### config.mk
export PLATFORM = sky130hd
export DESIGN_NAME = if_id_skid_reg
export DESIGN_NICKNAME = d
export VERILOG_FILES = /design/src/rtl/pipeline_pkg.sv /design/src/rtl/if_id_skid_reg_pipe_entry.sv /design/src/rtl/if_id_skid_reg.sv
export SDC_FILE = /design/constraint.sdc
export NUM_CORES = 1
export LEC_CHECK = 0
export ABC_AREA = 1
export BUFFER_PORTS_ARGS = -buffer_cell sky130_fd_sc_hd__buf_2
export CAP_MARGIN = 20
export CORE_UTILIZATION = 54
export CTS_CLUSTER_DIAMETER = 50
export DETAILED_ROUTE_END_ITERATION = 12
export GPL_ROUTABILITY_DRIVEN = 0
export PLACE_DENSITY = 0.78
export SLEW_MARGIN = 20
export SYNTH_ARGS = -nofsm -noshare
export SYNTH_HDL_FRONTEND = slang
export SYNTH_HIERARCHICAL = 1
export SYNTH_SLANG_ARGS = --single-unit
### constraint.sdc
create_clock -name clk -period 2.9 [get_ports clk]
set_clock_uncertainty 0.1 [all_clocks]
set_input_delay 0.145 -clock clk [delete_from_list [all_inputs] [get_ports clk]]
set_output_delay 0.145 -clock clk [all_outputs]
set_load 0.01 [all_outputs]
### src/rtl/pipeline_pkg.sv
// ----------------------------------------------------------------------------
// pipeline_pkg
// Definitions shared by the IF/ID/EX stages of the 16-bit pipelined processor:
//   - instruction and address widths
//   - the NOP encoding decode sees when no instruction is valid
//   - the occupancy state encoding used by the IF/ID skid register
// ----------------------------------------------------------------------------
package pipeline_pkg;

    localparam int unsigned INSTR_W = 16;
    localparam int unsigned ADDR_W  = 16;

    localparam logic [INSTR_W-1:0] NOP_INSTR = 16'h0000;

    // Occupancy of the two-entry IF/ID register.
    //   EMPTY: nothing held
    //   ONE  : main entry valid, skid entry empty
    //   FULL : main and skid entries both valid (fetch is stalled)
    typedef enum logic [1:0] {
        EMPTY = 2'b00,
        ONE   = 2'b01,
        FULL  = 2'b10
    } ifid_state_e;

endpackage : pipeline_pkg

### src/rtl/if_id_skid_reg_pipe_entry.sv
// ----------------------------------------------------------------------------
// pipe_entry
// One pipeline slot: a valid bit plus an instruction and its NPC.
//   load  : capture instr_i/npc_i and mark the slot valid
//   clear : mark the slot invalid (data is left as-is; consumers gate on valid)
// Clear wins if both are asserted.
// Ports:
//   clk, rst_n      clock, asynchronous active-low reset (slot empty, data 0)
//   load_i, clear_i slot control
//   instr_i, npc_i  data to capture on load
//   valid_o         slot holds an entry
//   instr_o, npc_o  captured data
// ----------------------------------------------------------------------------
module pipe_entry #(
    parameter int unsigned IW = 16,
    parameter int unsigned AW = 16
) (
    input  logic          clk,
    input  logic          rst_n,
    input  logic          load_i,
    input  logic          clear_i,
    input  logic [IW-1:0] instr_i,
    input  logic [AW-1:0] npc_i,
    output logic          valid_o,
    output logic [IW-1:0] instr_o,
    output logic [AW-1:0] npc_o
);

    logic          valid_q, valid_d;
    logic [IW-1:0] instr_q, instr_d;
    logic [AW-1:0] npc_q,   npc_d;

    always_comb begin
        valid_d = valid_q;
        instr_d = instr_q;
        npc_d   = npc_q;
        if (clear_i) begin
            valid_d = 1'b0;
        end else if (load_i) begin
            valid_d = 1'b1;
            instr_d = instr_i;
            npc_d   = npc_i;
        end
    end

    always_ff @(posedge clk or negedge rst_n) begin
        if (!rst_n) begin
            valid_q <= 1'b0;
            instr_q <= '0;
            npc_q   <= '0;
        end else begin
            valid_q <= valid_d;
            instr_q <= instr_d;
            npc_q   <= npc_d;
        end
    end

    assign valid_o = valid_q;
    assign instr_o = instr_q;
    assign npc_o   = npc_q;

endmodule : pipe_entry

### src/rtl/if_id_skid_reg.sv
// ----------------------------------------------------------------------------
// if_id_skid_reg
// IF/ID pipeline register with a one-deep skid buffer. Fetch sees a registered
// in_ready, so a decode stall never reaches fetch combinationally; the skid
// slot absorbs the one instruction fetch may already have launched.
// Ports:
//   clk, rst_n                    clock, asynchronous active-low reset
//   flush                         drop every held entry (taken jump/branch/ret)
//   in_valid, in_instr, in_npc    fetch side request
//   in_ready                      registered; low only while the skid is full
//   out_valid, out_instr, out_npc decode side; oldest entry, NOP/0 when empty
//   out_ready                     decode consumes the presented entry
// ----------------------------------------------------------------------------
module if_id_skid_reg #(
    parameter int unsigned      IW        = pipeline_pkg::INSTR_W,
    parameter int unsigned      AW        = pipeline_pkg::ADDR_W,
    parameter logic [IW-1:0]    NOP_INSTR = pipeline_pkg::NOP_INSTR
) (
    input  logic          clk,
    input  logic          rst_n,
    input  logic          flush,
    input  logic          in_valid,
    input  logic [IW-1:0] in_instr,
    input  logic [AW-1:0] in_npc,
    output logic          in_ready,
    output logic          out_valid,
    output logic [IW-1:0] out_instr,
    output logic [AW-1:0] out_npc,
    input  logic          out_ready
);

    import pipeline_pkg::*;

    ifid_state_e state_q, state_d;
    logic        in_ready_q, in_ready_d;

    logic          accept, consume;
    logic          main_ld, main_clr, main_from_skid;
    logic          skid_ld, skid_clr;
    logic [IW-1:0] main_din_instr;
    logic [AW-1:0] main_din_npc;

    logic          main_vld, skid_vld;
    logic [IW-1:0] main_instr, skid_instr;
    logic [AW-1:0] main_npc,   skid_npc;

    assign accept  = in_valid & in_ready_q;
    assign consume = main_vld & out_ready;

    // ------------------------------------------------------------------
    // Occupancy FSM. Flush overrides everything except that a consume in
    // the same cycle has already been seen by decode, so nothing extra is
    // needed for it: the entry is simply cleared along with the rest.
    // ------------------------------------------------------------------
    always_comb begin
        state_d        = state_q;
        main_ld        = 1'b0;
        main_clr       = 1'b0;
        main_from_skid = 1'b0;
        skid_ld        = 1'b0;
        skid_clr       = 1'b0;
        if (flush) begin
            state_d  = EMPTY;
            main_clr = 1'b1;
            skid_clr = 1'b1;
        end else begin
            case (state_q)
                EMPTY: begin
                    if (accept) begin
                        main_ld = 1'b1;
                        state_d = ONE;
                    end
                end
                ONE: begin
                    if (accept && consume) begin
                        main_ld = 1'b1;
                    end else if (accept) begin
                        skid_ld = 1'b1;
                        state_d = FULL;
                    end else if (consume) begin
                        main_clr = 1'b1;
                        state_d  = EMPTY;
                    end
                end
                FULL: begin
                    // in_ready is low here, so only the skid refills main.
                    if (consume) begin
                        main_ld        = 1'b1;
                        main_from_skid = 1'b1;
                        skid_clr       = 1'b1;
                        state_d        = ONE;
                    end
                end
                default: begin
                    state_d  = EMPTY;
                    main_clr = 1'b1;
                    skid_clr = 1'b1;
                end
            endcase
        end
    end

    // in_ready tracks the *next* skid occupancy so it is a clean flop output.
    assign in_ready_d = (state_d != FULL);

    always_ff @(posedge clk or negedge rst_n) begin
        if (!rst_n) begin
            state_q    <= EMPTY;
            in_ready_q <= 1'b1;
        end else begin
            state_q    <= state_d;
            in_ready_q <= in_ready_d;
        end
    end

    assign main_din_instr = main_from_skid ? skid_instr : in_instr;
    assign main_din_npc   = main_from_skid ? skid_npc   : in_npc;

    pipe_entry #(.IW(IW), .AW(AW)) u_main (
        .clk     (clk),
        .rst_n   (rst_n),
        .load_i  (main_ld),
        .clear_i (main_clr),
        .instr_i (main_din_instr),
        .npc_i   (main_din_npc),
        .valid_o (main_vld),
        .instr_o (main_instr),
        .npc_o   (main_npc)
    );

    pipe_entry #(.IW(IW), .AW(AW)) u_skid (
        .clk     (clk),
        .rst_n   (rst_n),
        .load_i  (skid_ld),
        .clear_i (skid_clr),
        .instr_i (in_instr),
        .npc_i   (in_npc),
        .valid_o (skid_vld),
        .instr_o (skid_instr),
        .npc_o   (skid_npc)
    );

    assign in_ready  = in_ready_q;
    assign out_valid = main_vld;
    // Stale data stays in the slot after clear/flush; mask it here.
    assign out_instr = main_vld ? main_instr : NOP_INSTR;
    assign out_npc   = main_vld ? main_npc   : '0;

    // skid_vld is implied by state_q; kept for readability of the datapath.
    logic unused_skid_vld;
    assign unused_skid_vld = skid_vld;

endmodule : if_id_skid_reg
; ---- Word-level counts from Yosys, hierarchy flattened
; Cells that the tools add are included.
[word_totals]
in_bits = 37
output_inout_bits = 34
wordCells = 50
reg_bits = 68
[op_classes]
n_reduce_logical = 7
n_mux = 29
bitwise_logic = 4
eq_ne = 3
[op_table]
columns = op, n
row1 = $mux W16, 4
row2 = $mux W1, 15
row3 = $mux W2, 6
row4 = $pmux W2 S3, 1
row5 = $pmux W1 S2, 2
row6 = $reduce_and A2 Y1, 2
row7 = $reduce_or A2 Y1, 2
row8 = $pmux W1 S3, 1
row9 = $and A1 B1 Y1, 2
row10 = $eq A2 B1 Y1 const B, 1
row11 = $eq A2 B2 Y1 const B, 1
row12 = $logic_not A2 Y1, 1
row13 = $ne A2 B2 Y1 const B, 1
row14 = $not A1 Y1, 2
row15 = $reduce_bool A2 Y1, 1
row16 = $logic_and A1 B1 Y1, 1

; ---- Longest topological paths before layout
; Gate-level depths: netlist (run 1).
[logic_depth]
ltp_word = 8
mapped_depth = 10
ltp_nobuf = 9

; ---- By module
; The synthesis (run 1) kept the hierarchy.
[by_module_without_submodules]
columns = module, cells_each, area_each_um2, seq_area_each_um2, n_inst
row1 = pipe_entry, 143, 1331.3, 825.8, 2
row2 = if_id_skid_reg, 206, 963.4, 76.3, 1

; ---- Worst setup path before layout (run 1)
; OpenSTA, ideal clock, no wires.
[synth_path]
path_kind = flip-flop to flip-flop
from = register u_main.valid_q (netlist: u_main/valid_o)
to = register u_main.instr_q[0] (netlist: u_main/instr_o[0])
path_stages_with_launch = 11
n_path_buf = 3
slack_ns = 1.243
t_required_ns = 2.684
arrival_time_ns = 1.440
setup_ns = 0.116
period_less_slack_ns = 1.657
path_cell_list = dfrtp_1 buf_4 nand2_4 nor2_8 nand2_4 a21boi_1 buf_6 nand2_4 buf_6 nand2_1 nand2_1
[synth_via]
word_cells_on_any_way = 15
[synth_lines]
columns = element, line
row1 = from (decl), if_id_skid_reg_pipe_entry.sv:29  ; logic valid_q, valid_d;
row2 = from (signal assigned), if_id_skid_reg_pipe_entry.sv:52  ; valid_q <= valid_d;
row3 = $and A1 B1 Y1 *, if_id_skid_reg.sv:48  ; assign consume = main_vld & out_ready;
row4 = $logic_and A1 B1 Y1, if_id_skid_reg.sv:75  ; if (accept && consume) begin
row5 = $mux W1, if_id_skid_reg.sv:75
row6 = $pmux W1 S3 *, if_id_skid_reg.sv:67  ; case (state_q)
row7 = $mux W1 *, if_id_skid_reg.sv:62  ; if (flush) begin
row8 = via main_ld, if_id_skid_reg.sv:38  ; logic main_ld, main_clr, main_from_skid;
row9 = $reduce_and A2 Y1 (no line) *, -
row10 = to (signal assigned), if_id_skid_reg_pipe_entry.sv:53  ; instr_q <= instr_d;
row11 = to (decl), if_id_skid_reg_pipe_entry.sv:30  ; logic [IW-1:0] instr_q, instr_d;
; Mark *: on every way through the listed nets, which the timed path passes. The rest lies on a longest branch.
; A chain may end at the register's enable or synchronous reset.

; ---- Final worst setup path (run 1)
[layout_path]
from = input flush
to = register u_main.npc_q[4] (netlist: u_main/npc_o[4])
[layout_via]
elab_chain_cells = 3
word_cells_on_any_way = 6
[layout_rtl]
columns = element, line
row1 = from (decl), if_id_skid_reg.sv:21  ; input logic flush,
row2 = $mux W1, if_id_skid_reg.sv:62
row3 = via main_clr, if_id_skid_reg.sv:38
row4 = $not A1 Y1 (no line), -
row5 = $reduce_and A2 Y1 (no line), -
row6 = to (signal assigned), if_id_skid_reg_pipe_entry.sv:54  ; npc_q <= npc_d;
row7 = to (decl), if_id_skid_reg_pipe_entry.sv:31  ; logic [AW-1:0] npc_q, npc_d;
; The timed path passes the listed nets, and every way through them passes these cells.

==> impl_results.html, run 1 <==
<table>
<tr><th>Metric</th><th>Value</th></tr>
<tr><th colspan="2">Floorplan</th></tr>
<tr><td>Starting density of the core</td><td>56.27%</td></tr>
<tr><td>Die outline area</td><td>6985 µm²</td></tr>
<tr><td>Core Region</td><td>roughly 6400 µm²</td></tr>
<tr><td>Standard-cell row count</td><td>29</td></tr>
<tr><td>Floorplan die height</td><td>83.58 µm</td></tr>
<tr><td>Die width</td><td>~84 µm</td></tr>
<tr><td>I/O pins</td><td>71</td></tr>
<tr><th colspan="2">Hold path</th></tr>
<tr><td>Kind of path behind the tightest hold check</td><td>input pin to flop</td></tr>
<tr><th colspan="2">STA</th></tr>
<tr><td>Worst-case headroom to the max-slew limit</td><td>about 51%</td></tr>
<tr><td>Total negative setup slack</td><td>0 ns</td></tr>
<tr><td>RSZ-0062 raised after global routing</td><td>false</td></tr>
<tr><td>Hold Vio Cnt, Final</td><td>0</td></tr>
<tr><td>Part of the cycle the worst path needs</td><td>about 84%</td></tr>
<tr><td>Fmax</td><td>411.7 MHz</td></tr>
<tr><td>Slew at the pin closest to its max-slew limit</td><td>0.7277 ns</td></tr>
<tr><td>Final-report setup violation count</td><td>0</td></tr>
<tr><td>Minimum period implied by the final worst setup slack</td><td>2.429 ns</td></tr>
<tr><td>Final WS setup</td><td>between 0.4 and 0.5 ns</td></tr>
<tr><td>Max-slew violation count</td><td>0</td></tr>
<tr><th colspan="2">Yosys</th></tr>
<tr><td>Total standard cell area after synthesis</td><td>3593 µm²</td></tr>
<tr><td>Mapped Cells</td><td>489</td></tr>
<tr><td>Mean instance size in the synthesized netlist</td><td>around 7.3 µm²</td></tr>
<tr><td>Total nets after synthesis</td><td>526</td></tr>
<tr><td>Number of warnings printed during yosys synthesis</td><td>6</td></tr>
<tr><th colspan="2">Worst setup path</th></tr>
<tr><td>Critical-path cell with the highest stage delay</td><td>sky130_fd_sc_hd__dlygate4sd3_1</td></tr>
<tr><td>Largest fanout on the critical path</td><td>34</td></tr>
<tr><td>Cells traversed along the worst timing path</td><td>dlygate4sd3_1 &gt; buf_2 &gt; inv_2 &gt; buf_4 &gt; o21ai_0 &gt; inv_2 &gt; nand2_4 &gt; nand2_1 &gt; nand2_1</td></tr>
<tr><td>Category of the worst setup path capture point</td><td>flop</td></tr>
<tr><td>Longest individual stage delay on the worst path</td><td>0.52 ns</td></tr>
<tr><td>CP startpoint kind</td><td>input pin</td></tr>
<tr><td>CP arrival</td><td>2.56 ns</td></tr>
<tr><td>CP Class</td><td>input pin to flop</td></tr>
<tr><td>Worst R2R Setup Slack</td><td>~0.57 ns</td></tr>
<tr><td>Data required time at the worst endpoint</td><td>3.03 ns</td></tr>
<tr><th colspan="2">Finish</th></tr>
<tr><td>Layout net count</td><td>a little over 600</td></tr>
<tr><td>Share of final-layout standard cells stronger than drive strength 1</td><td>17.38%</td></tr>
<tr><td>Layout Utilization</td><td>68.65%</td></tr>
<tr><td># fillers</td><td>526</td></tr>
<tr><td>Area growth from synthesis to layout</td><td>22.01%</td></tr>
<tr><td>Antenna cell count</td><td>0</td></tr>
<tr><td>Final cell count without fillers</td><td>about 660</td></tr>
<tr><th colspan="2">Outcome</th></tr>
<tr><td>Status</td><td>complete, no violations</td></tr>
<tr><th colspan="2">Routing</th></tr>
<tr><td>Count of unresolved DRC violations after routing</td><td>0</td></tr>
<tr><td>Topmost layer with routed signal wires</td><td>met4</td></tr>
<tr><td>Post-Route M1 WL</td><td>3682 µm</td></tr>
<tr><td>Antenna-violating nets left</td><td>0</td></tr>
<tr><td>Met2 Routed Length</td><td>4291 µm</td></tr>
<tr><td>Routed length on met3</td><td>449 µm</td></tr>
<tr><td>Initial drt markers</td><td>237</td></tr>
<tr><td>Total via count in the routed design</td><td>about 3400</td></tr>
<tr><td>First-pass iteration count of the detailed router</td><td>6</td></tr>
<tr><td>Drt wl/cell</td><td>13.12 µm</td></tr>
<tr><td>Via-to-Cell Ratio</td><td>5.157</td></tr>
<tr><td>Detailed-route wire length</td><td>between 8000 and 9000 µm</td></tr>
<tr><th colspan="2">GRT</th></tr>
<tr><td>Wire length of the first global-routing pass</td><td>14810 µm</td></tr>
<tr><td>Vias in the first global route</td><td>between 3000 and 4000</td></tr>
<tr><td>Antenna violations before repair</td><td>0</td></tr>
<tr><td>Largest net degree at the start of global routing</td><td>39</td></tr>
<tr><td>Total global routing overflow</td><td>0</td></tr>
<tr><td>Global-route usage over all layers</td><td>a little over a quarter</td></tr>
<tr><th colspan="2">Clock tree</th></tr>
<tr><td>Clock latency reported for the late side of the worst-skew pair</td><td>approximately 0.35 ns</td></tr>
<tr><td>Clk slew on worst S/H paths</td><td>about 0.07 ns</td></tr>
<tr><td>Clock root cell</td><td>sky130_fd_sc_hd__clkbuf_8</td></tr>
<tr><td>Maximum level of the CTS H-tree</td><td>3</td></tr>
<tr><td>Clock tree from TritonCTS</td><td>done</td></tr>
<tr><td>Post-CTS Repair Setup Buffers</td><td>0</td></tr>
<tr><td>Max clock buf depth</td><td>2</td></tr>
<tr><td>Number of buffers added by the clock tree synthesis step</td><td>9</td></tr>
<tr><td>CTS sink count</td><td>68</td></tr>
<tr><th colspan="2">Place</th></tr>
<tr><td>IO Port Bufs</td><td>70</td></tr>
<tr><td>Post-placement cell count</td><td>609</td></tr>
<tr><td>Post-Place Worst Slack</td><td>around 0.62 ns</td></tr>
<tr><td>Half-perimeter wire length after placement</td><td>~5300 µm</td></tr>
<tr><th colspan="2">Power</th></tr>
<tr><td>Pwr Total</td><td>roughly 2.7 mW</td></tr>
<tr><td>Power Density</td><td>616.3 nW/µm²</td></tr>
<tr><td>Peak supply drop</td><td>roughly 0.40 mV</td></tr>
<tr><td>Leakage power figure</td><td>2.749 nW</td></tr>
<tr><th colspan="2">Job</th></tr>
<tr><td>Count of max-cap constraint violations</td><td>0</td></tr>
</table>
==> repair_timing <==
item	CTS	global route
gates resized for setup	0	0
hold buffers	34	0
endpoints found under the hold margin	63	0
==> routing by layer <==
layer	track usage [%]	up-vias
met2	45.60	129
met5	0	-
met3	4.352	20
met1	33.02	1555
met4	12.33	0
li1	-	1689
==> sequential cells by signal (all words and copies together) (netlist names) <==
register and cells:
u_skid/npc_o 16, u_main/npc_o 16, state_q 2, u_main/valid_o 1, u_skid/instr_o 16, u_main/instr_o 16, in_ready 1
==> worst paths after layout <==
kind | start | cells after the start | end
worst max-delay path | flush | 9 | u_main/npc_o[4]
worst min-delay path | in_valid | 5 | state_q[0]
worst max register to register | state_q[0] | 8 | u_main/npc_o[4]
worst min register to register | u_skid/npc_o[13] | 2 | u_skid/npc_o[13]
max in group asynchronous | rst_n | 3 | in_ready
min in group asynchronous | rst_n | 2 | u_main/instr_o[7]
==> critical path, delay by kind of cell <==
kind | cells | cell delay [ns]
buffers and inverters | 5 | 1.65
and+or+nand+nor | 3 | 0.59
AOI/OAI and AO/OA | 1 | 0.15
==> cells in the final DEF, fill, tap and decap left out <==
cell type	n
sky130_fd_sc_hd__nor2_8	1
sky130_fd_sc_hd__nand2_2	1
sky130_fd_sc_hd__dlygate4sd3_1	34
sky130_fd_sc_hd__clkbuf_8	10
sky130_fd_sc_hd__a21boi_4	1
sky130_fd_sc_hd__clkbuf_1	3
sky130_fd_sc_hd__inv_2	4
sky130_fd_sc_hd__dfstp_2	1
sky130_fd_sc_hd__nand3_1	99
sky130_fd_sc_hd__a21oi_1	3
sky130_fd_sc_hd__inv_1	35
sky130_fd_sc_hd__nor2_1	3
sky130_fd_sc_hd__clkinv_2	1
sky130_fd_sc_hd__nand2_1	234
sky130_fd_sc_hd__bufinv_16	1
sky130_fd_sc_hd__dfrtp_1	67
sky130_fd_sc_hd__buf_4	5
sky130_fd_sc_hd__buf_2	70
sky130_fd_sc_hd__nor2_2	1
sky130_fd_sc_hd__nand2_4	4
sky130_fd_sc_hd__buf_12	1
sky130_fd_sc_hd__o21ai_0	2
==> stage by stage <==
| step | area (µm²) | hold slack [ns] |
|---|---|---|
| 2_1_floorplan | 3593 | -0.2506 |
| 6_report | 4384 | 0.1089 |
| 4_1_cts | 4384 | 0.09267 |
| 3_5_place_dp | 3860 | 0.1343 |
| 5_1_grt | 4384 | 0.1546 |
| 3_3_place_gp | 3860 | 0.1285 |
==> report_power, final <==
| group | switching (mW) | internal (mW) |
|---|---|---|
| logic | 0.329 | 0.221 |
| registers | 0.162 | 1.23 |
| clock network | 0.343 | 0.416 |
==> area by class of cell <==
| type | count | area, µm² | share of cell area (%) |
|---|---|---|---|
| clock inverters | 2 | 35.03 | 0.7991 |
| clock buffers | 13 | 148.9 | 3.396 |
| repair buffers | 110 | 748.2 | 17.07 |
| flip-flops and latches | 68 | 1703 | 38.84 |
| inverters | 39 | 146.4 | 3.339 |
| multi-input cells | 349 | 1506 | 34.36 |
| well taps | 77 | 96.34 | 2.197 |
Note: power is estimated with default switching activity, not from simulation.
==> run 2, diff against run 1 <==
--- a/config.mk
+++ b/config.mk
@@ -5,14 +5,14 @@
 export SDC_FILE = /design/constraint.sdc
 export NUM_CORES = 1
 export LEC_CHECK = 0
-export ABC_AREA = 1
+export ABC_AREA = 0
 export BUFFER_PORTS_ARGS = -buffer_cell sky130_fd_sc_hd__buf_2
 export CAP_MARGIN = 20
-export CORE_UTILIZATION = 54
+export CORE_UTILIZATION = 50
 export CTS_CLUSTER_DIAMETER = 50
 export DETAILED_ROUTE_END_ITERATION = 12
 export GPL_ROUTABILITY_DRIVEN = 0
-export PLACE_DENSITY = 0.78
+export PLACE_DENSITY = 0.76
 export SLEW_MARGIN = 20
 export SYNTH_ARGS = -nofsm -noshare
 export SYNTH_HDL_FRONTEND = slang
==> constraint.sdc (replaced) <==
create_clock -name clk -period 2.01 [get_ports clk]
set_clock_uncertainty 0.1 [all_clocks]
set_input_delay 0.1005 -clock clk [delete_from_list [all_inputs] [get_ports clk]]
set_output_delay 0.1005 -clock clk [all_outputs]
set_load 0.01 [all_outputs]
==> run 2 against run 1 <==
Against the previous run:
- the flow now finishes with violations (setup timing)
- via count fell by 34%
- count of clock-buffer cells in the layout fell by 4
- hold slack got worse by 0.056 ns
- cell area rose by 7.4%
- wire length fell by 17%
- combinational power rose by 110%
- sequential share of layout area fell by 2.6 points
- total power rose by 54%
==> impl_results.html, run 2 <==
<table>
<tr><th>Metric</th><th>Value</th></tr>
<tr><th colspan="2">Job</th></tr>
<tr><td>Count of max-cap constraint violations</td><td>0 (unchanged)</td></tr>
<tr><th colspan="2">STA</th></tr>
<tr><td>Total negative setup slack</td><td>-1.012 ns (was 0 ns)</td></tr>
<tr><td>Final WS setup</td><td>-0.04306 ns (was 0.4712 ns)</td></tr>
<tr><td>Max-slew violation count</td><td>0 (unchanged)</td></tr>
<tr><td>Hold Vio Cnt, Final</td><td>0 (unchanged)</td></tr>
<tr><td>Worst-case headroom to the max-slew limit</td><td>79.12% (was 51.43%)</td></tr>
<tr><td>Minimum period implied by the final worst setup slack</td><td>about 2.1 ns</td></tr>
<tr><td>Part of the cycle the worst path needs</td><td>102.1%</td></tr>
<tr><td>Final-report setup violation count</td><td>48 (was 0)</td></tr>
<tr><td>RSZ-0062 raised after global routing</td><td>true (was false)</td></tr>
<tr><td>Slew at the pin closest to its max-slew limit</td><td>0.3132 ns (was 0.7277 ns)</td></tr>
<tr><td>Fmax</td><td>487.1 MHz</td></tr>
<tr><th colspan="2">Place</th></tr>
<tr><td>Post-placement cell count</td><td>403 (was 609)</td></tr>
<tr><td>IO Port Bufs</td><td>70 (unchanged)</td></tr>
<tr><td>Half-perimeter wire length after placement</td><td>4375 µm (was 5333 µm)</td></tr>
<tr><th colspan="2">Power</th></tr>
<tr><td>Cell Int Power</td><td>3.063 mW (was 1.868 mW)</td></tr>
<tr><td>Pwr Total</td><td>4.167 mW (was 2.702 mW)</td></tr>
<tr><td>Peak supply drop</td><td>0.4457 mV (was 0.3971 mV)</td></tr>
<tr><td>Share of total power consumed by net switching</td><td>26.49% (was 30.88%)</td></tr>
<tr><td>Share of power burned in registers</td><td>49.4% (was 51.6%)</td></tr>
<tr><td>Leakage power figure</td><td>2.226 nW (was 2.749 nW)</td></tr>
<tr><td>Switching pwr</td><td>1.104 mW (was 0.8344 mW)</td></tr>
<tr><td>Clock share of power</td><td>23.1% (was 28.1%)</td></tr>
<tr><td>Part of the power in combinational logic</td><td>27.5% (was 20.4%)</td></tr>
<tr><td>Power Density</td><td>885.0 nW/µm² (was 616.3 nW/µm²)</td></tr>
<tr><th colspan="2">Worst setup path</th></tr>
<tr><td>CP Class</td><td>flop to flop (was input pin to flop)</td></tr>
<tr><td>CP startpoint kind</td><td>flop (was input pin)</td></tr>
<tr><td>Bufs and invs on worst path</td><td>3 (was 5)</td></tr>
<tr><td>Cells traversed along the worst timing path</td><td>and3b_2 &gt; buf_6 &gt; nand2_2 &gt; nor3_2 &gt; nor2b_4 &gt; buf_12 &gt; clkbuf_16 &gt; mux2_4 (was dlygate4sd3_1 &gt; buf_2 &gt; inv_2 &gt; buf_4 &gt; o21ai_0 &gt; inv_2 &gt; nand2_4 &gt; nand2_1 &gt; nand2_1)</td></tr>
<tr><td>Longest individual stage delay on the worst path</td><td>0.53 ns (was 0.52 ns)</td></tr>
<tr><td>Top cell family by delay on the critical path</td><td>simple AND/OR/NAND/NOR gates (was buffers and inverters)</td></tr>
<tr><td>Category of the worst setup path capture point</td><td>flop (unchanged)</td></tr>
<tr><td>CP arrival</td><td>2.17 ns (was 2.56 ns)</td></tr>
<tr><td>Data required time at the worst endpoint</td><td>2.13 ns (was 3.03 ns)</td></tr>
<tr><td>Largest fanout on the critical path</td><td>8 (was 34)</td></tr>
<tr><td>Critical-path cell with the highest stage delay</td><td>sky130_fd_sc_hd__dfstp_2 (was sky130_fd_sc_hd__dlygate4sd3_1)</td></tr>
<tr><th colspan="2">Clock tree</th></tr>
<tr><td>Clock tree from TritonCTS</td><td>done (unchanged)</td></tr>
<tr><td>Clock root cell</td><td>sky130_fd_sc_hd__clkbuf_8 (unchanged)</td></tr>
<tr><td>Clock latency reported for the late side of the worst-skew pair</td><td>0.33 ns (was 0.35 ns)</td></tr>
<tr><td>Maximum level of the CTS H-tree</td><td>3 (unchanged)</td></tr>
<tr><td>Number of buffers added by the clock tree synthesis step</td><td>9 (unchanged)</td></tr>
<tr><td>Max clock buf depth</td><td>2 (unchanged)</td></tr>
<tr><td>Clk slew on worst S/H paths</td><td>0.07 ns (about the same)</td></tr>
<tr><td>CTS sink count</td><td>68 (unchanged)</td></tr>
<tr><th colspan="2">Finish</th></tr>
<tr><td>Commonest non-fill, non-tap cells in the layout</td><td>sky130_fd_sc_hd__buf_2, sky130_fd_sc_hd__dfrtp_1, sky130_fd_sc_hd__mux2_4 (was sky130_fd_sc_hd__nand2_1, sky130_fd_sc_hd__nand3_1, sky130_fd_sc_hd__buf_2)</td></tr>
<tr><td>Layout net count</td><td>395 (was 614)</td></tr>
<tr><td>Final cell count without fillers</td><td>458 (was 658)</td></tr>
<tr><td>Most common library cell in the layout ignoring fill and taps</td><td>sky130_fd_sc_hd__buf_2 (was sky130_fd_sc_hd__nand2_1)</td></tr>
<tr><td>Share of final-layout standard cells stronger than drive strength 1</td><td>58.29% (was 17.38%)</td></tr>
<tr><td>Antenna cell count</td><td>0 (unchanged)</td></tr>
<tr><td>Area growth from synthesis to layout</td><td>31.39% (was 22.01%)</td></tr>
<tr><td>Layout Utilization</td><td>68.54% (was 68.65%)</td></tr>
<tr><th colspan="2">GRT</th></tr>
<tr><td>Largest net degree at the start of global routing</td><td>37 (was 39)</td></tr>
<tr><td>Global-route usage over all layers</td><td>20.05% (was 26.62%)</td></tr>
<tr><td>Total global routing overflow</td><td>0 (unchanged)</td></tr>
<tr><td>Vias in the first global route</td><td>2397 (was 3355)</td></tr>
<tr><td>Wire length of the first global-routing pass</td><td>11470 µm (was 14810 µm)</td></tr>
<tr><td>Antenna violations before repair</td><td>0 (unchanged)</td></tr>
<tr><th colspan="2">Floorplan</th></tr>
<tr><td>Die width</td><td>86.66 µm (was 83.58 µm)</td></tr>
<tr><td>Standard-cell row count</td><td>30 (was 29)</td></tr>
<tr><td>Starting density of the core</td><td>52.17% (was 56.27%)</td></tr>
<tr><td>Floorplan die height</td><td>86.66 µm (was 83.58 µm)</td></tr>
<tr><td>Die outline area</td><td>7509 µm² (was 6985 µm²)</td></tr>
<tr><td>I/O pins</td><td>71 (unchanged)</td></tr>
<tr><td>Core Region</td><td>6869 µm² (was 6386 µm²)</td></tr>
<tr><th colspan="2">Routing</th></tr>
<tr><td>Total via count in the routed design</td><td>2249 (was 3393)</td></tr>
<tr><td>Detailed-route wire length</td><td>7191 µm (was 8636 µm)</td></tr>
<tr><td>Antenna-violating nets left</td><td>0 (unchanged)</td></tr>
<tr><td>First-pass iteration count of the detailed router</td><td>4 (was 6)</td></tr>
<tr><td>Count of unresolved DRC violations after routing</td><td>0 (unchanged)</td></tr>
<tr><td>Initial drt markers</td><td>41 (was 237)</td></tr>
<tr><td>Via-to-Cell Ratio</td><td>4.910 (was 5.157)</td></tr>
<tr><td>Drt wl/cell</td><td>15.70 µm (was 13.12 µm)</td></tr>
<tr><th colspan="2">Outcome</th></tr>
<tr><td>Failing checks</td><td>setup timing</td></tr>
<tr><td>Status</td><td>complete, but fails checks (was complete, no violations)</td></tr>
<tr><th colspan="2">Yosys</th></tr>
<tr><td>Mapped Cells</td><td>238 (was 489)</td></tr>
<tr><td>Mean instance size in the synthesized netlist</td><td>15.06 µm² (was 7.349 µm²)</td></tr>
<tr><td>Number of warnings printed during yosys synthesis</td><td>6 (unchanged)</td></tr>
<tr><td>Total nets after synthesis</td><td>275 (was 526)</td></tr>
<tr><td>Total standard cell area after synthesis</td><td>3583 µm² (was 3593 µm²)</td></tr>
<tr><th colspan="2">Hold path</th></tr>
<tr><td>Kind of path behind the tightest hold check</td><td>input pin to flop (unchanged)</td></tr>
</table>
## run 2: final timing paths
check	start	to	slack (ns)	depth (start not counted)
min reg2reg	u_main/instr_o[0]	u_main/instr_o[0]	0.40	1
max in group asynchronous	rst_n	in_ready	1.09	3
max	in_ready	u_skid/instr_o[9]	-0.04	8
min in group asynchronous	rst_n	u_main/instr_o[14]	0.08	2
min	in_valid	state_q[0]	0.05	4
max reg2reg	in_ready	u_skid/instr_o[9]	-0.04	8
## run 2: what timing repair did
item	in CTS	in global routing
hold buffers	34	0
buffers inserted	3	1
pin swaps	2	3
resized for setup	8	6
cloned	1	3
setup endpoints to repair	32	64
endpoints found under the hold margin	101	0
## run 2: final cells by class
class / instances / area [µm²]
sequential: 68 / 1704
clock inverter: 6 / 42.54
clock buffer: 9 / 123.9
timing repair buffer: 125 / 999.7
inverter: 1 / 3.754
tap: 96 / 120.1
multi-input combinational: 153 / 1714
fill: 504 / 2161
## run 2: tightest hold or removal path, cell delays in order
cell	delay (ns)
sky130_fd_sc_hd__buf_2	0.09
sky130_fd_sc_hd__nand2_1	0.06
sky130_fd_sc_hd__nand4b_1	0.09
sky130_fd_sc_hd__a31oi_1	0.09
## run 2: per-stage QoR
stage	hold slack, ns	area, µm²	setup WS (ns)
2_1_floorplan	-0.2951	3586	0.01045
3_3_place_gp	-0.08523	4059	-0.02594
3_5_place_dp	-0.08476	4059	-0.08450
4_1_cts	0.03609	4641	-0.06829
5_1_grt	0.06759	4708	-0.1101
6_report	0.05289	4708	-0.04306
## run 2: metal layers
| layer | GRT usage, % | vias up | wire, µm |
|---|---|---|---|
| met3 | 3.333 | 12 | 227 |
| li1 | - | 1067 | - |
| met1 | 25.80 | 1120 | 3357 |
| met4 | 6.515 | 0 | 95 |
| met2 | 34.49 | 50 | 3511 |
| met5 | 0 | - | 0 |
## run 2: power groups by stage
| stage | combinational (mW) | clock [mW] | sequential [mW] |
|---|---|---|---|
| floorplan | 0.835 | 0 | 2.00 |
| CTS | 1.14 | 0.982 | 2.05 |
| finish | 1.15 | 0.961 | 2.06 |
| global placement | 1.03 | 0 | 2.05 |
| detailed placement | 1.06 | 0 | 2.07 |
| global route | 1.23 | 1.05 | 2.10 |
==> run 3, diff against run 2 <==
--- a/config.mk
+++ b/config.mk
@@ -8,11 +8,11 @@
 export ABC_AREA = 0
 export BUFFER_PORTS_ARGS = -buffer_cell sky130_fd_sc_hd__buf_2
 export CAP_MARGIN = 20
-export CORE_UTILIZATION = 50
+export CORE_UTILIZATION = 54
 export CTS_CLUSTER_DIAMETER = 50
 export DETAILED_ROUTE_END_ITERATION = 12
 export GPL_ROUTABILITY_DRIVEN = 0
-export PLACE_DENSITY = 0.76
+export PLACE_DENSITY = 0.78
 export SLEW_MARGIN = 20
 export SYNTH_ARGS = -nofsm -noshare
 export SYNTH_HDL_FRONTEND = slang
==> constraint.sdc (replaced) <==
create_clock -name clk -period 2.3 [get_ports clk]
set_clock_uncertainty 0.1 [all_clocks]
set_input_delay 0.115 -clock clk [delete_from_list [all_inputs] [get_ports clk]]
set_output_delay 0.115 -clock clk [all_outputs]
set_load 0.01 [all_outputs]
==> run 3 against run 2 <==
Against the previous run:
- the flow now finishes without violations
- clock power fell by 7.7%
- first-iteration DRC count increased by 59%
- critical path depth is 2 lower
- global-route usage rose by 2.0 points
- largest power group unchanged
- fmax shrank 2.7%
- die area down 7.2%
- cell area decreased by 4.8%
- sequential share of layout area increased by 1.8 points
- total power decreased by 12%
- count of clock-buffer cells in the layout is 6 higher
- core utilization rose by 1.6 points
- register-to-register slack gained 0.23 ns
==> impl_results.html, run 3 (synthesis gave the netlist of run 2 again) <==
<table>
<tr><th>Metric</th><th>Value</th></tr>
<tr><th colspan="2">Routing</th></tr>
<tr><td>Antenna-violating nets left</td><td>0 (unchanged)</td></tr>
<tr><td>Drt wl/cell</td><td>16.14 µm (was 15.70 µm)</td></tr>
<tr><td>Detailed-route wire length</td><td>6926 µm (was 7191 µm)</td></tr>
<tr><td>Count of unresolved DRC violations after routing</td><td>0 (unchanged)</td></tr>
<tr><td>Total via count in the routed design</td><td>2215 (was 2249)</td></tr>
<tr><td>Initial drt markers</td><td>65 (was 41)</td></tr>
<tr><td>Via-to-Cell Ratio</td><td>5.163 (was 4.910)</td></tr>
<tr><td>First-pass iteration count of the detailed router</td><td>4 (unchanged)</td></tr>
<tr><th colspan="2">STA</th></tr>
<tr><td>Worst-case headroom to the max-slew limit</td><td>57.99% (was 79.12%)</td></tr>
<tr><td>Slew at the pin closest to its max-slew limit</td><td>0.6302 ns (was 0.3132 ns)</td></tr>
<tr><td>Fmax</td><td>473.9 MHz (was 487.1 MHz)</td></tr>
<tr><td>Part of the cycle the worst path needs</td><td>91.74% (was 102.1%)</td></tr>
<tr><td>Minimum period implied by the final worst setup slack</td><td>2.110 ns (was 2.053 ns)</td></tr>
<tr><td>Max-slew violation count</td><td>0 (unchanged)</td></tr>
<tr><td>Hold Vio Cnt, Final</td><td>0 (unchanged)</td></tr>
<tr><td>RSZ-0062 raised after global routing</td><td>false (was true)</td></tr>
<tr><td>Final WS setup</td><td>0.1899 ns (was -0.04306 ns)</td></tr>
<tr><td>Total negative setup slack</td><td>0 ns (was -1.012 ns)</td></tr>
<tr><td>Final-report setup violation count</td><td>0 (was 48)</td></tr>
<tr><th colspan="2">Worst setup path</th></tr>
<tr><td>Largest fanout on the critical path</td><td>8 (unchanged)</td></tr>
<tr><td>Cells traversed along the worst timing path</td><td>and3b_1 &gt; a21oi_1 &gt; o31ai_1 &gt; nor2b_4 &gt; buf_4 &gt; mux2_2 (was and3b_2 &gt; buf_6 &gt; nand2_2 &gt; nor3_2 &gt; nor2b_4 &gt; buf_12 &gt; clkbuf_16 &gt; mux2_4)</td></tr>
<tr><td>CP startpoint kind</td><td>flop (unchanged)</td></tr>
<tr><td>Data required time at the worst endpoint</td><td>2.41 ns (was 2.13 ns)</td></tr>
<tr><td>Worst R2R Start</td><td>in_ready (unchanged)</td></tr>
<tr><td>Category of the worst setup path capture point</td><td>flop (unchanged)</td></tr>
<tr><td>Bufs and invs on worst path</td><td>1 (was 3)</td></tr>
<tr><td>CP arrival</td><td>2.22 ns (was 2.17 ns)</td></tr>
<tr><td>Longest individual stage delay on the worst path</td><td>0.54 ns (was 0.53 ns)</td></tr>
<tr><td>Critical-path cell with the highest stage delay</td><td>sky130_fd_sc_hd__dfstp_2 (unchanged)</td></tr>
<tr><td>CP Class</td><td>flop to flop (unchanged)</td></tr>
<tr><td>Worst R2R Path Depth</td><td>6 (was 8)</td></tr>
<tr><td>Worst reg2reg path endpoint</td><td>u_main/instr_o[12] (was u_skid/instr_o[9])</td></tr>
<tr><td>Worst R2R Setup Slack</td><td>0.19 ns (was -0.04 ns)</td></tr>
<tr><td>Top cell family by delay on the critical path</td><td>flip-flops (was simple AND/OR/NAND/NOR gates)</td></tr>
<tr><th colspan="2">Finish</th></tr>
<tr><td>Area occupied by multi-input gates</td><td>1680 µm² (was 1714 µm²)</td></tr>
<tr><td>Share of final-layout standard cells stronger than drive strength 1</td><td>54.26% (was 58.29%)</td></tr>
<tr><td>Most common library cell in the layout ignoring fill and taps</td><td>sky130_fd_sc_hd__buf_2 (unchanged)</td></tr>
<tr><td>Final cell count without fillers</td><td>429 (was 458)</td></tr>
<tr><td>Antenna cell count</td><td>0 (unchanged)</td></tr>
<tr><td>Register area</td><td>1703 µm² (was 1704 µm²)</td></tr>
<tr><td>Commonest non-fill, non-tap cells in the layout</td><td>sky130_fd_sc_hd__buf_2, sky130_fd_sc_hd__dfrtp_1, sky130_fd_sc_hd__mux2_4 (unchanged)</td></tr>
<tr><td>Area growth from synthesis to layout</td><td>25.03% (was 31.39%)</td></tr>
<tr><td>Layout net count</td><td>384 (was 395)</td></tr>
<tr><td># fillers</td><td>436 (was 504)</td></tr>
<tr><th colspan="2">Power</th></tr>
<tr><td>Cell Int Power</td><td>2.739 mW (was 3.063 mW)</td></tr>
<tr><td>Part of the power in combinational logic</td><td>26.3% (was 27.5%)</td></tr>
<tr><td>Clock share of power</td><td>24.3% (was 23.1%)</td></tr>
<tr><td>Share of total power consumed by net switching</td><td>25.00% (was 26.49%)</td></tr>
<tr><td>Peak supply drop</td><td>0.4612 mV (was 0.4457 mV)</td></tr>
<tr><td>Leakage power figure</td><td>2.143 nW (was 2.226 nW)</td></tr>
<tr><td>Switching pwr</td><td>0.9128 mW (was 1.104 mW)</td></tr>
<tr><td>Power Density</td><td>815.0 nW/µm² (was 885.0 nW/µm²)</td></tr>
<tr><td>Share of power burned in registers</td><td>49.5% (was 49.4%)</td></tr>
<tr><th colspan="2">Job</th></tr>
<tr><td>Count of max-cap constraint violations</td><td>0 (unchanged)</td></tr>
<tr><th colspan="2">Place</th></tr>
<tr><td>IO Port Bufs</td><td>70 (unchanged)</td></tr>
<tr><td>Half-perimeter wire length after placement</td><td>4453 µm (was 4375 µm)</td></tr>
<tr><td>Post-Place Worst Slack</td><td>0.1974 ns (was -0.08450 ns)</td></tr>
<tr><td>Post-placement cell count</td><td>379 (was 403)</td></tr>
<tr><th colspan="2">Clock tree</th></tr>
<tr><td>Number of buffers added by the clock tree synthesis step</td><td>9 (unchanged)</td></tr>
<tr><td>Clock tree from TritonCTS</td><td>done (unchanged)</td></tr>
<tr><td>CTS sink count</td><td>68 (unchanged)</td></tr>
<tr><td>Clock root cell</td><td>sky130_fd_sc_hd__clkbuf_8 (unchanged)</td></tr>
<tr><td>Number of gates resized after cts</td><td>0 (was 8)</td></tr>
<tr><td>Max clock buf depth</td><td>2 (unchanged)</td></tr>
<tr><td>Clock latency reported for the late side of the worst-skew pair</td><td>0.32 ns (was 0.33 ns)</td></tr>
<tr><td>Maximum level of the CTS H-tree</td><td>3 (unchanged)</td></tr>
<tr><td>Clk slew on worst S/H paths</td><td>0.07 ns (about the same)</td></tr>
<tr><td>Post-CTS Repair Setup Buffers</td><td>0 (was 3)</td></tr>
<tr><th colspan="2">GRT</th></tr>
<tr><td>Global-route usage over all layers</td><td>22.05% (was 20.05%)</td></tr>
<tr><td>Largest net degree at the start of global routing</td><td>44 (was 37)</td></tr>
<tr><td>Antenna violations before repair</td><td>0 (unchanged)</td></tr>
<tr><td>Total global routing overflow</td><td>0 (unchanged)</td></tr>
<tr><td>Wire length of the first global-routing pass</td><td>12010 µm (was 11470 µm)</td></tr>
<tr><td>Vias in the first global route</td><td>2406 (was 2397)</td></tr>
<tr><th colspan="2">Outcome</th></tr>
<tr><td>Status</td><td>complete, no violations (was complete, but fails checks)</td></tr>
<tr><th colspan="2">Floorplan</th></tr>
<tr><td>Die width</td><td>83.46 µm (was 86.66 µm)</td></tr>
<tr><td>Die outline area</td><td>6966 µm² (was 7509 µm²)</td></tr>
<tr><td>Floorplan die height</td><td>83.46 µm (was 86.66 µm)</td></tr>
<tr><td>Core Region</td><td>6386 µm² (was 6869 µm²)</td></tr>
<tr><td>Standard-cell row count</td><td>29 (was 30)</td></tr>
<tr><td>Starting density of the core</td><td>56.11% (was 52.17%)</td></tr>
<tr><td>I/O pins</td><td>71 (unchanged)</td></tr>
<tr><th colspan="2">Hold path</th></tr>
<tr><td>Endpoint of the worst hold-timing path</td><td>state_q[0] (unchanged)</td></tr>
<tr><td>Kind of path behind the tightest hold check</td><td>input pin to flop (unchanged)</td></tr>
<tr><td>WHS Path Cells</td><td>4 (unchanged)</td></tr>
<tr><td>Startpoint of the lowest-slack hold path</td><td>in_valid (unchanged)</td></tr>
</table>
## run 3: cell count changes in the layout (fill, tap and decap cells not counted), moves of 2 or more
| cell | delta |
|---|---|
| sky130_fd_sc_hd__mux2_2 | +4 |
| sky130_fd_sc_hd__clkbuf_16 | -3 |
| sky130_fd_sc_hd__clkinvlp_4 | -2 |
| sky130_fd_sc_hd__buf_12 | -3 |
| sky130_fd_sc_hd__buf_6 | -3 |
| sky130_fd_sc_hd__buf_4 | -2 |
| sky130_fd_sc_hd__clkinv_4 | -2 |
| sky130_fd_sc_hd__clkbuf_8 | +3 |
| sky130_fd_sc_hd__clkbuf_1 | +3 |
| sky130_fd_sc_hd__mux2_4 | -4 |
## run 3: timing repair
action,in CTS,in global routing
endpoints found under the setup margin,0,0
hold buffers,34,0
endpoints found under the hold margin,58,0
## run 3: cell type report
| class | instances | share of cell area, % |
|---|---|---|
| Clock buffer | 15 | 3.937 |
| Clock inverter | 1 | 0.1117 |
| Inverter | 1 | 0.08378 |
| Multi-Input combinational cell | 153 | 37.50 |
| Sequential cell | 68 | 38.01 |
| Tap cell | 77 | 2.150 |
| Timing Repair Buffer | 114 | 18.21 |
## run 3: worst max path at each step
stage	start	to	slack [ns]	depth (start not counted)
global placement	in_ready	u_main/instr_o[12]	0.21	6
detailed placement	in_ready	u_main/instr_o[12]	0.20	6
global route	in_ready	u_main/instr_o[12]	0.12	6
CTS	in_ready	u_main/instr_o[12]	0.19	6
finish	in_ready	u_main/instr_o[12]	0.19	6
floorplan	u_main/valid_o	u_main/instr_o[0]	0.15	8
## run 3: tightest hold or removal path, cell delays in order
cell	delay [ns]
sky130_fd_sc_hd__buf_2	0.09
sky130_fd_sc_hd__nand2_1	0.06
sky130_fd_sc_hd__nand4b_1	0.09
sky130_fd_sc_hd__a31oi_1	0.08
## run 3: power groups by stage
| stage | registers, mW | clock network [mW] | logic [mW] |
|---|---|---|---|
| 3_5_place_dp | 1.81 | 0 | 0.918 |
| 4_1_cts | 1.80 | 0.918 | 0.962 |
| 3_3_place_gp | 1.80 | 0 | 0.882 |
| 6_report | 1.81 | 0.887 | 0.959 |
| 5_1_grt | 1.86 | 0.972 | 1.03 |
| 2_1_floorplan | 1.74 | 0 | 0.729 |
## run 3: metal layers
| metal | global-route usage (%) | share of wire [%] | vias up |
|---|---|---|---|
| met5 | 0 | 0 | - |
| met4 | 6.009 | 0.22 | 0 |
| met3 | 4.847 | 2.8 | 2 |
| met2 | 36.59 | 50 | 45 |
| met1 | 29.45 | 47 | 1122 |
| li1 | - | - | 1046 |
## run 3: through the flow
stage | instance area, µm² | hold WS (ns) | power, mW | util [%]
6_report | 4481 | 0.06126 | 3.652 | 70.16
5_1_grt | 4481 | 0.07010 | 3.862 | 70.16
4_1_cts | 4481 | 0.04492 | 3.684 | 70.16
3_5_place_dp | 3959 | 0.05858 | 2.727 | 61.99
3_3_place_gp | 3959 | 0.05471 | 2.678 | 61.99
2_1_floorplan | 3583 | -0.2806 | 2.472 | -
